$ cat src/rtl/cpu_exec_datapath_pkg.sv
// cpu_exec_datapath_pkg: ALU opcodes, CSR addresses and load types shared by the execute datapath.
package cpu_exec_datapath_pkg;
  localparam logic [3:0] ALU_ADD     = 4'b0000;
  localparam logic [3:0] ALU_SUB     = 4'b1000;
  localparam logic [3:0] ALU_SLL     = 4'b0001;
  localparam logic [3:0] ALU_SRL     = 4'b0101;
  localparam logic [3:0] ALU_SRA     = 4'b1101;
  localparam logic [3:0] ALU_SLT     = 4'b0010;
  localparam logic [3:0] ALU_SLTU    = 4'b0011;
  localparam logic [3:0] ALU_XOR     = 4'b0100;
  localparam logic [3:0] ALU_OR      = 4'b0110;
  localparam logic [3:0] ALU_AND     = 4'b0111;
  localparam logic [3:0] ALU_PASS_A  = 4'b1001;
  localparam logic [3:0] ALU_PASS_B  = 4'b1010;
  localparam logic [3:0] ALU_AND_NOT = 4'b1011;
  localparam logic [11:0] CSR_MSTATUS  = 12'h300;
  localparam logic [11:0] CSR_MISA     = 12'h301;
  localparam logic [11:0] CSR_MIE      = 12'h304;
  localparam logic [11:0] CSR_MTVEC    = 12'h305;
  localparam logic [11:0] CSR_MSCRATCH = 12'h340;
  localparam logic [11:0] CSR_MEPC     = 12'h341;
  localparam logic [11:0] CSR_MCAUSE   = 12'h342;
  localparam logic [11:0] CSR_MTVAL    = 12'h343;
  localparam logic [11:0] CSR_MIP      = 12'h344;
  localparam logic [11:0] CSR_MHARTID  = 12'hF14;
  localparam logic [11:0] CSR_MCYCLE   = 12'hB00;
  localparam logic [11:0] CSR_MCYCLEH  = 12'hB80;
  localparam logic [11:0] CSR_CYCLE    = 12'hC00;
  localparam logic [11:0] CSR_CYCLEH   = 12'hC80;
  localparam logic [2:0] LD_B  = 3'b000;
  localparam logic [2:0] LD_H  = 3'b001;
  localparam logic [2:0] LD_W  = 3'b010;
  localparam logic [2:0] LD_BU = 3'b100;
  localparam logic [2:0] LD_HU = 3'b101;
endpackage

$ cat src/rtl/cpu_exec_datapath_if.sv
// cpu_exec_datapath_if: control-decoder side (master) and datapath side (slave) of the execute block.
interface cpu_exec_datapath_if;
  logic [31:0] alu_src_a;
  logic [31:0] alu_src_b;
  logic [3:0]  alu_control;
  logic [31:0] alu_result;
  logic        alu_zero;
  logic        alu_borrow;
  logic        alu_lt;
  logic [11:0] csr_raddr;
  logic [31:0] csr_rdata;
  logic [11:0] csr_waddr;
  logic [31:0] csr_wdata;
  logic        csr_wenable;
  logic [31:0] ld_data;
  logic [2:0]  ld_control;
  logic [31:0] ld_data_ext;
  modport master(output alu_src_a, alu_src_b, alu_control, csr_raddr, csr_waddr, csr_wdata,
                 csr_wenable, ld_data, ld_control,
                 input alu_result, alu_zero, alu_borrow, alu_lt, csr_rdata, ld_data_ext);
  modport slave(input alu_src_a, alu_src_b, alu_control, csr_raddr, csr_waddr, csr_wdata,
                csr_wenable, ld_data, ld_control,
                output alu_result, alu_zero, alu_borrow, alu_lt, csr_rdata, ld_data_ext);
endinterface

$ cat src/rtl/cpu_exec_datapath_csr_file.sv
// cpu_exec_datapath_csr_file: machine-mode CSRs; CSR_COUNTERS_EN adds the 64-bit mcycle counter.
module cpu_exec_datapath_csr_file import cpu_exec_datapath_pkg::*; #(
  parameter logic [31:0] HART_ID    = 32'd0,
  parameter logic [31:0] MISA_VALUE = 32'h4000_0120
) (
  input  logic        clk,
  input  logic        rst,
  input  logic [11:0] i_raddr,
  output logic [31:0] o_rdata,
  input  logic [11:0] i_waddr,
  input  logic [31:0] i_wdata,
  input  logic        i_we
);
  logic [31:0] r_mstatus, r_mie, r_mtvec, r_mscratch, r_mepc, r_mcause, r_mtval, r_mip;
`ifdef CSR_COUNTERS_EN
  logic [63:0] r_mcycle;
  logic [63:0] w_inc;
  assign w_inc = r_mcycle + 64'd1;
  // a write to one half overrides only that half's increment
  always_ff @(posedge clk or posedge rst)
    if (rst) r_mcycle <= '0;
    else begin
      r_mcycle[31:0]  <= (i_we && i_waddr == CSR_MCYCLE)  ? i_wdata : w_inc[31:0];
      r_mcycle[63:32] <= (i_we && i_waddr == CSR_MCYCLEH) ? i_wdata : w_inc[63:32];
    end
`endif
  always_ff @(posedge clk or posedge rst)
    if (rst) begin
      r_mstatus  <= '0;
      r_mie      <= '0;
      r_mtvec    <= '0;
      r_mscratch <= '0;
      r_mepc     <= '0;
      r_mcause   <= '0;
      r_mtval    <= '0;
      r_mip      <= '0;
    end else if (i_we) begin
      case (i_waddr)
        CSR_MSTATUS:  r_mstatus  <= i_wdata;
        CSR_MIE:      r_mie      <= i_wdata;
        CSR_MTVEC:    r_mtvec    <= {i_wdata[31:2], 2'b00};
        CSR_MSCRATCH: r_mscratch <= i_wdata;
        CSR_MEPC:     r_mepc     <= {i_wdata[31:2], 2'b00};
        CSR_MCAUSE:   r_mcause   <= i_wdata;
        CSR_MTVAL:    r_mtval    <= i_wdata;
        CSR_MIP:      r_mip      <= i_wdata;
        default: ;
      endcase
    end
  always_comb begin
    o_rdata = '0;
    case (i_raddr)
      CSR_MSTATUS:  o_rdata = r_mstatus;
      CSR_MISA:     o_rdata = MISA_VALUE;
      CSR_MIE:      o_rdata = r_mie;
      CSR_MTVEC:    o_rdata = r_mtvec;
      CSR_MSCRATCH: o_rdata = r_mscratch;
      CSR_MEPC:     o_rdata = r_mepc;
      CSR_MCAUSE:   o_rdata = r_mcause;
      CSR_MTVAL:    o_rdata = r_mtval;
      CSR_MIP:      o_rdata = r_mip;
      CSR_MHARTID:  o_rdata = HART_ID;
`ifdef CSR_COUNTERS_EN
      CSR_MCYCLE, CSR_CYCLE:   o_rdata = r_mcycle[31:0];
      CSR_MCYCLEH, CSR_CYCLEH: o_rdata = r_mcycle[63:32];
`endif
      default: o_rdata = '0;
    endcase
  end
endmodule

$ cat src/rtl/cpu_exec_datapath.sv
// cpu_exec_datapath: integer ALU with compare flags, CSR file and load extender.
// Optional macro CSR_COUNTERS_EN enables mcycle/mcycleh and the cycle/cycleh aliases.
module cpu_exec_datapath import cpu_exec_datapath_pkg::*; #(
  parameter logic [31:0] HART_ID    = 32'd0,
  parameter logic [31:0] MISA_VALUE = 32'h4000_0120
) (
  input logic                  clk,
  input logic                  rst,
  cpu_exec_datapath_if.slave   io_dp
);
  logic [32:0] w_diff;
  logic [31:0] w_a, w_b;
  assign w_a = io_dp.alu_src_a;
  assign w_b = io_dp.alu_src_b;
  assign w_diff = {1'b0, w_a} - {1'b0, w_b};
  assign io_dp.alu_borrow = w_diff[32];
  assign io_dp.alu_lt = $signed(w_a) < $signed(w_b);
  assign io_dp.alu_zero = io_dp.alu_result == '0;
  always_comb begin
    io_dp.alu_result = '0;
    case (io_dp.alu_control)
      ALU_ADD:     io_dp.alu_result = w_a + w_b;
      ALU_SUB:     io_dp.alu_result = w_diff[31:0];
      ALU_SLL:     io_dp.alu_result = w_a << w_b[4:0];
      ALU_SRL:     io_dp.alu_result = w_a >> w_b[4:0];
      ALU_SRA:     io_dp.alu_result = $unsigned($signed(w_a) >>> w_b[4:0]);
      ALU_SLT:     io_dp.alu_result = {31'd0, io_dp.alu_lt};
      ALU_SLTU:    io_dp.alu_result = {31'd0, io_dp.alu_borrow};
      ALU_XOR:     io_dp.alu_result = w_a ^ w_b;
      ALU_OR:      io_dp.alu_result = w_a | w_b;
      ALU_AND:     io_dp.alu_result = w_a & w_b;
      ALU_PASS_A:  io_dp.alu_result = w_a;
      ALU_PASS_B:  io_dp.alu_result = w_b;
      ALU_AND_NOT: io_dp.alu_result = w_a & ~w_b;
      default:     io_dp.alu_result = '0;
    endcase
  end
  always_comb begin
    io_dp.ld_data_ext = io_dp.ld_data;
    case (io_dp.ld_control)
      LD_B:    io_dp.ld_data_ext = {{24{io_dp.ld_data[7]}}, io_dp.ld_data[7:0]};
      LD_H:    io_dp.ld_data_ext = {{16{io_dp.ld_data[15]}}, io_dp.ld_data[15:0]};
      LD_BU:   io_dp.ld_data_ext = {24'd0, io_dp.ld_data[7:0]};
      LD_HU:   io_dp.ld_data_ext = {16'd0, io_dp.ld_data[15:0]};
      default: io_dp.ld_data_ext = io_dp.ld_data;
    endcase
  end
  cpu_exec_datapath_csr_file #(.HART_ID(HART_ID), .MISA_VALUE(MISA_VALUE)) u_csr (
    .clk     (clk),
    .rst     (rst),
    .i_raddr (io_dp.csr_raddr),
    .o_rdata (io_dp.csr_rdata),
    .i_waddr (io_dp.csr_waddr),
    .i_wdata (io_dp.csr_wdata),
    .i_we    (io_dp.csr_wenable)
  );
endmodule

$ cat src/flat_wrapper.sv
// flat-port wrapper written by rule: the top's interface ports become plain ports
module cpu_exec_datapath_flat import cpu_exec_datapath_pkg::*;
#(
  parameter logic [31:0] HART_ID    = 32'd0,
  parameter logic [31:0] MISA_VALUE = 32'h4000_0120
)
  (clk, rst, io_dp_alu_src_a, io_dp_alu_src_b, io_dp_alu_control, io_dp_csr_raddr, io_dp_csr_waddr, io_dp_csr_wdata, io_dp_csr_wenable, io_dp_ld_data, io_dp_ld_control, io_dp_alu_result, io_dp_alu_zero, io_dp_alu_borrow, io_dp_alu_lt, io_dp_csr_rdata, io_dp_ld_data_ext);
  cpu_exec_datapath_if io_dp_i ();
  input logic clk;
  input logic rst;
  input wire logic [$bits(io_dp_i.alu_src_a)-1:0] io_dp_alu_src_a;
  input wire logic [$bits(io_dp_i.alu_src_b)-1:0] io_dp_alu_src_b;
  input wire logic [$bits(io_dp_i.alu_control)-1:0] io_dp_alu_control;
  input wire logic [$bits(io_dp_i.csr_raddr)-1:0] io_dp_csr_raddr;
  input wire logic [$bits(io_dp_i.csr_waddr)-1:0] io_dp_csr_waddr;
  input wire logic [$bits(io_dp_i.csr_wdata)-1:0] io_dp_csr_wdata;
  input wire logic [$bits(io_dp_i.csr_wenable)-1:0] io_dp_csr_wenable;
  input wire logic [$bits(io_dp_i.ld_data)-1:0] io_dp_ld_data;
  input wire logic [$bits(io_dp_i.ld_control)-1:0] io_dp_ld_control;
  output wire logic [$bits(io_dp_i.alu_result)-1:0] io_dp_alu_result;
  output wire logic [$bits(io_dp_i.alu_zero)-1:0] io_dp_alu_zero;
  output wire logic [$bits(io_dp_i.alu_borrow)-1:0] io_dp_alu_borrow;
  output wire logic [$bits(io_dp_i.alu_lt)-1:0] io_dp_alu_lt;
  output wire logic [$bits(io_dp_i.csr_rdata)-1:0] io_dp_csr_rdata;
  output wire logic [$bits(io_dp_i.ld_data_ext)-1:0] io_dp_ld_data_ext;
  assign io_dp_i.alu_src_a = io_dp_alu_src_a;
  assign io_dp_i.alu_src_b = io_dp_alu_src_b;
  assign io_dp_i.alu_control = io_dp_alu_control;
  assign io_dp_i.csr_raddr = io_dp_csr_raddr;
  assign io_dp_i.csr_waddr = io_dp_csr_waddr;
  assign io_dp_i.csr_wdata = io_dp_csr_wdata;
  assign io_dp_i.csr_wenable = io_dp_csr_wenable;
  assign io_dp_i.ld_data = io_dp_ld_data;
  assign io_dp_i.ld_control = io_dp_ld_control;
  assign io_dp_alu_result = io_dp_i.alu_result;
  assign io_dp_alu_zero = io_dp_i.alu_zero;
  assign io_dp_alu_borrow = io_dp_i.alu_borrow;
  assign io_dp_alu_lt = io_dp_i.alu_lt;
  assign io_dp_csr_rdata = io_dp_i.csr_rdata;
  assign io_dp_ld_data_ext = io_dp_i.ld_data_ext;
  cpu_exec_datapath #(.HART_ID(HART_ID), .MISA_VALUE(MISA_VALUE)) u_core (.clk(clk), .rst(rst), .io_dp(io_dp_i));
endmodule
$ cat config.mk
export PLATFORM = sky130hd
export DESIGN_NAME = cpu_exec_datapath_flat
export DESIGN_NICKNAME = d
export VERILOG_FILES = /design/src/rtl/cpu_exec_datapath_pkg.sv /design/src/rtl/cpu_exec_datapath_if.sv /design/src/rtl/cpu_exec_datapath_csr_file.sv /design/src/rtl/cpu_exec_datapath.sv /design/src/flat_wrapper.sv
export SDC_FILE = /design/constraint.sdc
export NUM_CORES = 1
export LEC_CHECK = 0
export BUFFER_PORTS_ARGS = -buffer_cell sky130_fd_sc_hd__buf_2
export CAP_MARGIN = 20
export CELL_PAD_IN_SITES_DETAIL_PLACEMENT = 0
export CELL_PAD_IN_SITES_GLOBAL_PLACEMENT = 1
export CORE_AREA = 10 10 221 223
export CTS_CLUSTER_DIAMETER = 120
export CTS_CLUSTER_SIZE = 16
export DETAILED_ROUTE_END_ITERATION = 8
export DIE_AREA = 0 0 231 233
export PLACE_DENSITY_LB_ADDON = 0.1
export SLEW_MARGIN = 30
export SYNTH_ARGS = -nofsm -noshare
export SYNTH_HDL_FRONTEND = slang
export SYNTH_SLANG_ARGS = --single-unit
$ cat constraint.sdc
create_clock -name clk -period 16 [get_ports clk]
set_input_delay 2.4 -clock clk [delete_from_list [all_inputs] [get_ports clk]]
set_output_delay 2.4 -clock clk [all_outputs]
set_load 0.1 [all_outputs]
==> results.json, run 1 <==
{
  "ys_warn_count": 0,
  "cts_max_path_buffers": 3,
  "grt_pass1_wl_mm": 134.6,
  "worstSetupEndpointType": "primary output",
  "drive_above_1_share_pct": 28.41,
  "rows": 77,
  "avgRoutedWirePerCell_um": 28.95,
  "grtUsageTotal_pct": 32.13,
  "total_power_mw": 1.706,
  "first_pass_iters": 9,
  "final_util_pct": 54.80,
  "clkSinkCount": 252,
  "drv_slew": 0,
  "post-place-ws_ns": 5.124,
  "setup_violations": 0,
  "fin_skew_ns": 0,
  "gp_congestion": 1.076,
  "io_pins": 261,
  "start_util_pct": 49.91,
  "synth_most_common_cell": "mux2_2",
  "viasPerCell": 6.919,
  "cp-start-kind": "input port",
  "ys_seq_elements": 252,
  "cts-root-buf": "clkbuf_16",
  "wirelength_mm": 89.91,
  "dpl-instance-area_um2": 23660,
  "yosysTopAreaCell": "dfrtp_1",
  "fillerInstances": 4093,
  "synth_nets": 2681,
  "cts_tree": "done",
  "ant_nets": 0,
  "clock.fmax_ghz": 0.08950,
  "ctsResizeCount": 0,
  "design.die.area_um2": 53820,
  "required_ns": 13.60,
  "reg2reg_from": "u_core.u_csr.r_mtvec[21]",
  "worstHoldEndpoint": "u_core.u_csr.r_mepc[16]",
  "worst_pin_slew_ns": 1.089,
  "worst_slack_ns": 4.827,
  "nets": 2777,
  "synth_area_um2": 22020,
  "syn_to_final_growth_pct": 9.807,
  "dieWidth_um": 231,
  "cpPeakStageDelay_ns": 0.81,
  "fin_area_um2": 24180,
  "crit_cells": 15,
  "rr_endpoint": "u_core.u_csr.r_mtvec[21]",
  "synthTopCellsByCount": "298 x mux2_2, 252 x dfrtp_1, 231 x nand2_1, 159 x clkbuf_1, 115 x nor2_1",
  "cp_slowest_cell": "clkinv_1",
  "leakage_nw": 11.32,
  "ys_dominant_reg_cell": "dfrtp_1",
  "hold_viol": 0,
  "dr.first_iter.drc_count": 2812,
  "min_path_cells": 1,
  "io_buffers": 246,
  "synth-edff-count": 0,
  "path_buf_inv": 3,
  "h-tree-depth": 1,
  "synth_top_area_share_pct": 28.64,
  "path_clk_slew_ns": 0.06,
  "cts_setup_buffers": 0,
  "dieHeight_um": 233,
  "crit_arrival_ns": 8.77,
  "drc": 0,
  "synthCells": 2418,
  "min_from": "u_core.u_csr.r_mepc[16]",
  "period_share_pct": 69.83,
  "overflow": 0,
  "syn_avg_cell_area_um2": 9.107,
  "fin_crit_ns": 11.17,
  "worstPathCellList": "buf_2 > clkinv_1 > ha_1 > nor2_1 > o211ai_1 > a31oi_1 > o221ai_1 > a221o_1 > or4_1 > or4_1 > nor4_2 > nand4bb_1 > or4_4 > nor4b_4 > buf_2",
  "path_class": "in -> out",
  "critPathTopFamily": "simple AND/OR/NAND/NOR gates",
  "vias": 21490,
  "antenna_found_initial": 6,
  "synth.distinct_cells": 82,
  "hold_class": "reg -> reg",
  "cts_made_buffers": 19,
  "clk_latency_ns": 0.49,
  "synth_area_leaders": "dfrtp_1 29%, mux2_2 15%, ha_1 5.6%",
  "grt_pass1_vias": 21550,
  "worstRegToRegCells": 1,
  "core_um2": 44120,
  "finalSetupTns_ns": 0,
  "outcome": "finished, final reports clean",
  "postCtsHoldBufs": 0,
  "grt_max_degree": 95,
  "grt_setup_unrepaired": "false",
  "relSlewSlack_pct": 26.76,
  "critPathMaxFanout": 29,
  "ys_seq_area_share_pct": 28.64,
  "synth-async-reset-ratio_pct": 100.0,
  "power.density_nw_per_um2": 70.54,
  "timing.max_cap.violations": 0,
  "r2r_setup_slack_ns": 15.21,
  "vdd_drop_max_v": 0.00008722,
  "hpwl_mm": 64.41
}
state kept, by name, summed over array words and instances (netlist names):
signal	flops
u_core.u_csr.r_mscratch	32
u_core.u_csr.r_mip	32
u_core.u_csr.r_mcause	32
u_core.u_csr.r_mstatus	32
u_core.u_csr.r_mtval	32
u_core.u_csr.r_mtvec	30
u_core.u_csr.r_mepc	30
u_core.u_csr.r_mie	32
kinds of logic after synthesis:
kind of cell	Yosys count	synth area share [%]
AOI/OAI and AO/OA	641	20.15
xor gates and xnor gates	15	0.5966
adders and majority gates	101	5.807
buffers and inverters	319	5.750
DFF	252	28.64
muxes	425	24.14
and+or+nand+nor	665	14.93
routing by layer:
| layer | up-vias | GRT usage, % | wire length (um) |
|---|---|---|---|
| li1 | 9317 | - | - |
| met1 | 10700 | 40.62 | 35620 |
| met2 | 1200 | 51.86 | 41370 |
| met3 | 266 | 5.634 | 7939 |
| met4 | 10 | 16.90 | 4930 |
| met5 | - | 0 | 48 |
placed cells by master, fill, tap and decap left out, types with 41 or more instances in the layout:
master	instances
a22oi_1	81
ha_1	99
nand3_1	81
a21oi_1	110
nor2_1	110
mux2_2	298
a31oi_1	41
mux4_2	55
nand2_1	230
buf_2	244
o21ai_0	109
inv_1	94
nor3_1	53
mux2i_1	72
dfrtp_1	252
buf_4	44
layout make-up:
type,count,area (um^2),share of cell area [%]
clock buffers,19,475.5,1.966
diodes,1,2.502,0.01035
repair buffers,294,1672,6.913
flip-flops and latches,252,6306,26.08
inverters,100,382.9,1.583
clock inverters,1,30.03,0.1242
multi-input cells,1847,14570,60.26
well taps,592,740.7,3.063
metrics by stage:
stage,hold slack (ns),instances
after floorplan,0.4750,2418
after global placement,0.4829,3081
after detailed placement,0.4899,3085
after CTS,0.5071,3105
after global routing,0.5150,3105
final,0.5044,3106
worst max-delay path by stage:
| stage | from | to | slack (ns) |
|---|---|---|---|
| floorplan | io_dp_alu_src_b[1] | io_dp_alu_zero | 4.55 |
| global placement | io_dp_alu_src_b[4] | io_dp_alu_zero | 5.08 |
| detailed placement | io_dp_alu_src_b[0] | io_dp_alu_zero | 5.12 |
| CTS | io_dp_alu_src_b[0] | io_dp_alu_zero | 5.12 |
| global route | io_dp_alu_src_b[0] | io_dp_alu_zero | 4.73 |
| finish | io_dp_alu_src_b[4] | io_dp_alu_zero | 4.83 |
where the power goes:
part	switching (mW)	internal, mW	leakage, nW
Sequential	0.00141	0.639	3.52
Clock	0.208	0.227	0.248
Combinational	0.464	0.166	7.56
Power figures use the tool's default switching activity.
==> run 2, diff against run 1 <==
Settings changed: CORE_AREA 10 10 221 223 to 10 10 230 232, DIE_AREA 0 0 231 233 to 0 0 240 242.
Clock period 16 ns to 11.3 ns, I/O delays scaled along.
==> run 2 against run 1 <==
  * Die area grew 7.9%
  * Critical path depth stayed put
  * Count of clock-buffer cells in the layout did not move
  * Non-clock buffer count rose by 10
  * First-iteration DRC count fell by 19%
  * Routed wire length increased by 4.2%
  * Clock power rose by 43%
  * Sequential share of layout area decreased by 0.091 points
  * Register-to-register slack got worse by 4.7 ns
  * Flip-flop and latch count stayed put
  * Worst hold slack better by 0.00082 ns
  * Largest cell class unchanged
==> results.json, run 2 (synthesis gave the netlist of run 1 again) <==
{
  "outcome": "finished, final reports clean",
  "path_class": "in -> out",
  "worstRegToRegCells": 1,
  "dieWidth_um": 240,
  "cts_max_path_buffers": 3,
  "final_cell_mix": "298 x mux2_2, 252 x dfrtp_1, 243 x buf_2",
  "antenna_found_initial": 3,
  "vdd_drop_max_v": 0.0001467,
  "grt_max_degree": 90,
  "finalNonFillerCells": 3150,
  "dieHeight_um": 242,
  "drc": 0,
  "gp_congestion": 1.021,
  "grt_pass1_wl_mm": 138.9,
  "r2r_setup_slack_ns": 10.51,
  "fin_skew_ns": 0,
  "syn_to_final_growth_pct": 10.19,
  "grt_pass1_vias": 21290,
  "start_util_pct": 45.46,
  "io_buffers": 246,
  "cts_tree": "done",
  "drive_above_1_share_pct": 28.80,
  "hold_viol": 0,
  "timing.max_cap.violations": 0,
  "setup_violations": 0,
  "hold_class": "reg -> reg",
  "drv_slew": 0,
  "leakage_nw": 11.36,
  "hpwl_mm": 68.22,
  "rows": 81,
  "dr.first_iter.drc_count": 2283,
  "worstPathCellList": "buf_4 > ha_1 > fa_1 > o21bai_1 > o211ai_1 > a31oi_1 > o221ai_1 > a221o_1 > or4_1 > or4_1 > nor4_2 > nand4bb_1 > or4_4 > nor4b_4 > buf_2",
  "final_common_cell": "mux2_2",
  "clock.fmax_ghz": 0.1102,
  "clk_latency_ns": 0.49,
  "worst_pin_slew_ns": 1.047,
  "crit_arrival_ns": 7.38,
  "clkSinkCount": 252,
  "io_pins": 261,
  "avgRoutedWirePerCell_um": 29.74,
  "wirelength_mm": 93.68,
  "reg2reg_from": "u_core.u_csr.r_mtval[26]",
  "critPathMaxFanout": 59,
  "first_pass_iters": 6,
  "path_clk_slew_ns": 0.08,
  "core_um2": 48440,
  "rr_endpoint": "u_core.u_csr.r_mtval[26]",
  "fin_area_um2": 24270,
  "h-tree-depth": 1,
  "cpPeakStageDelay_ns": 0.64,
  "cts-root-buf": "clkbuf_16",
  "postCtsHoldBufs": 0,
  "ctsResizeCount": 0,
  "nets": 2787,
  "grtUsageTotal_pct": 31.05,
  "cp-start-kind": "input port",
  "relSlewSlack_pct": 29.28,
  "final_util_pct": 50.09,
  "period_share_pct": 80.33,
  "cts_made_buffers": 19,
  "vias": 21450,
  "cpMostUsedCell": "or4_1",
  "grt_setup_unrepaired": "false",
  "dp.cells": 3125,
  "finalSetupTns_ns": 0,
  "critPathTopFamily": "simple AND/OR/NAND/NOR gates",
  "min_path_cells": 1,
  "worstSetupEndpointType": "primary output",
  "overflow": 0,
  "required_ns": 9.61,
  "viasPerCell": 6.808,
  "cts_setup_buffers": 0,
  "cp_slowest_cell": "a31oi_1",
  "min_from": "u_core.u_csr.r_mtval[15]",
  "ant_nets": 0,
  "fin_crit_ns": 9.077,
  "design.die.area_um2": 58080,
  "path_buf_inv": 2,
  "worstHoldEndpoint": "u_core.u_csr.r_mtval[15]",
  "power.density_nw_per_um2": 100.2,
  "dpl-instance-area_um2": 23730
}
[run 2: changes by cell type in the layout (fill, tap and decap cells not counted), sizes merged]
| cell | change |
|---|---|
| inv | +1 |
| diode | +3 |
| buf | +10 |
[run 2: cell type report]
type / count / area [um^2]
Antenna cell: 4 / 10.01
Clock inverter: 2 / 38.79
Tap cell: 622 / 778.2
Fill cell: 4612 / 24180
Sequential cell: 252 / 6306
Timing Repair Buffer: 304 / 1682
Clock buffer: 19 / 475.5
Inverter: 100 / 382.9
Multi-Input combinational cell: 1847 / 14590
[run 2: where the power goes]
| part | internal [mW] | total [mW] | leakage (nW) | switching, mW |
|---|---|---|---|---|
| sequential | 0.905 | 0.907 | 3.52 | 0.00199 |
| combinational | 0.238 | 0.903 | 7.59 | 0.665 |
| clock | 0.324 | 0.620 | 0.253 | 0.297 |
[run 2: stage by stage]
| step | hold WS [ns] | power, mW | worst slack, ns |
|---|---|---|---|
| after floorplan | 0.4750 | 1.546 | 1.259 |
| after global placement | 0.4834 | 1.804 | 2.312 |
| after detailed placement | 0.4897 | 1.806 | 2.208 |
| after CTS | 0.5088 | 2.426 | 2.172 |
| after global routing | 0.5152 | 2.522 | 2.018 |
| final | 0.5052 | 2.430 | 2.223 |
[run 2: how the worst max path moves through the flow]
stage                                  start              to  slack (ns)  cells past startpoint
after detailed placement  io_dp_alu_src_b[2]  io_dp_alu_zero        2.21                     16
final                     io_dp_alu_src_b[0]  io_dp_alu_zero        2.22                     15
after global placement    io_dp_alu_src_b[1]  io_dp_alu_zero        2.31                     15
after global routing      io_dp_alu_src_b[0]  io_dp_alu_zero        2.02                     15
after CTS                 io_dp_alu_src_b[2]  io_dp_alu_zero        2.17                     16
after floorplan           io_dp_alu_src_b[1]  io_dp_alu_zero        1.26                     18
[run 2: layer usage]
layer  GRT usage, %  vias to the layer above  wire length [um]
met5              0                        -                25
met4          14.91                        4              4805
met3          4.424                      230              7340
met2          50.66                     1154             43810
met1          39.64                    10730             37690
li1               -                     9332                 -
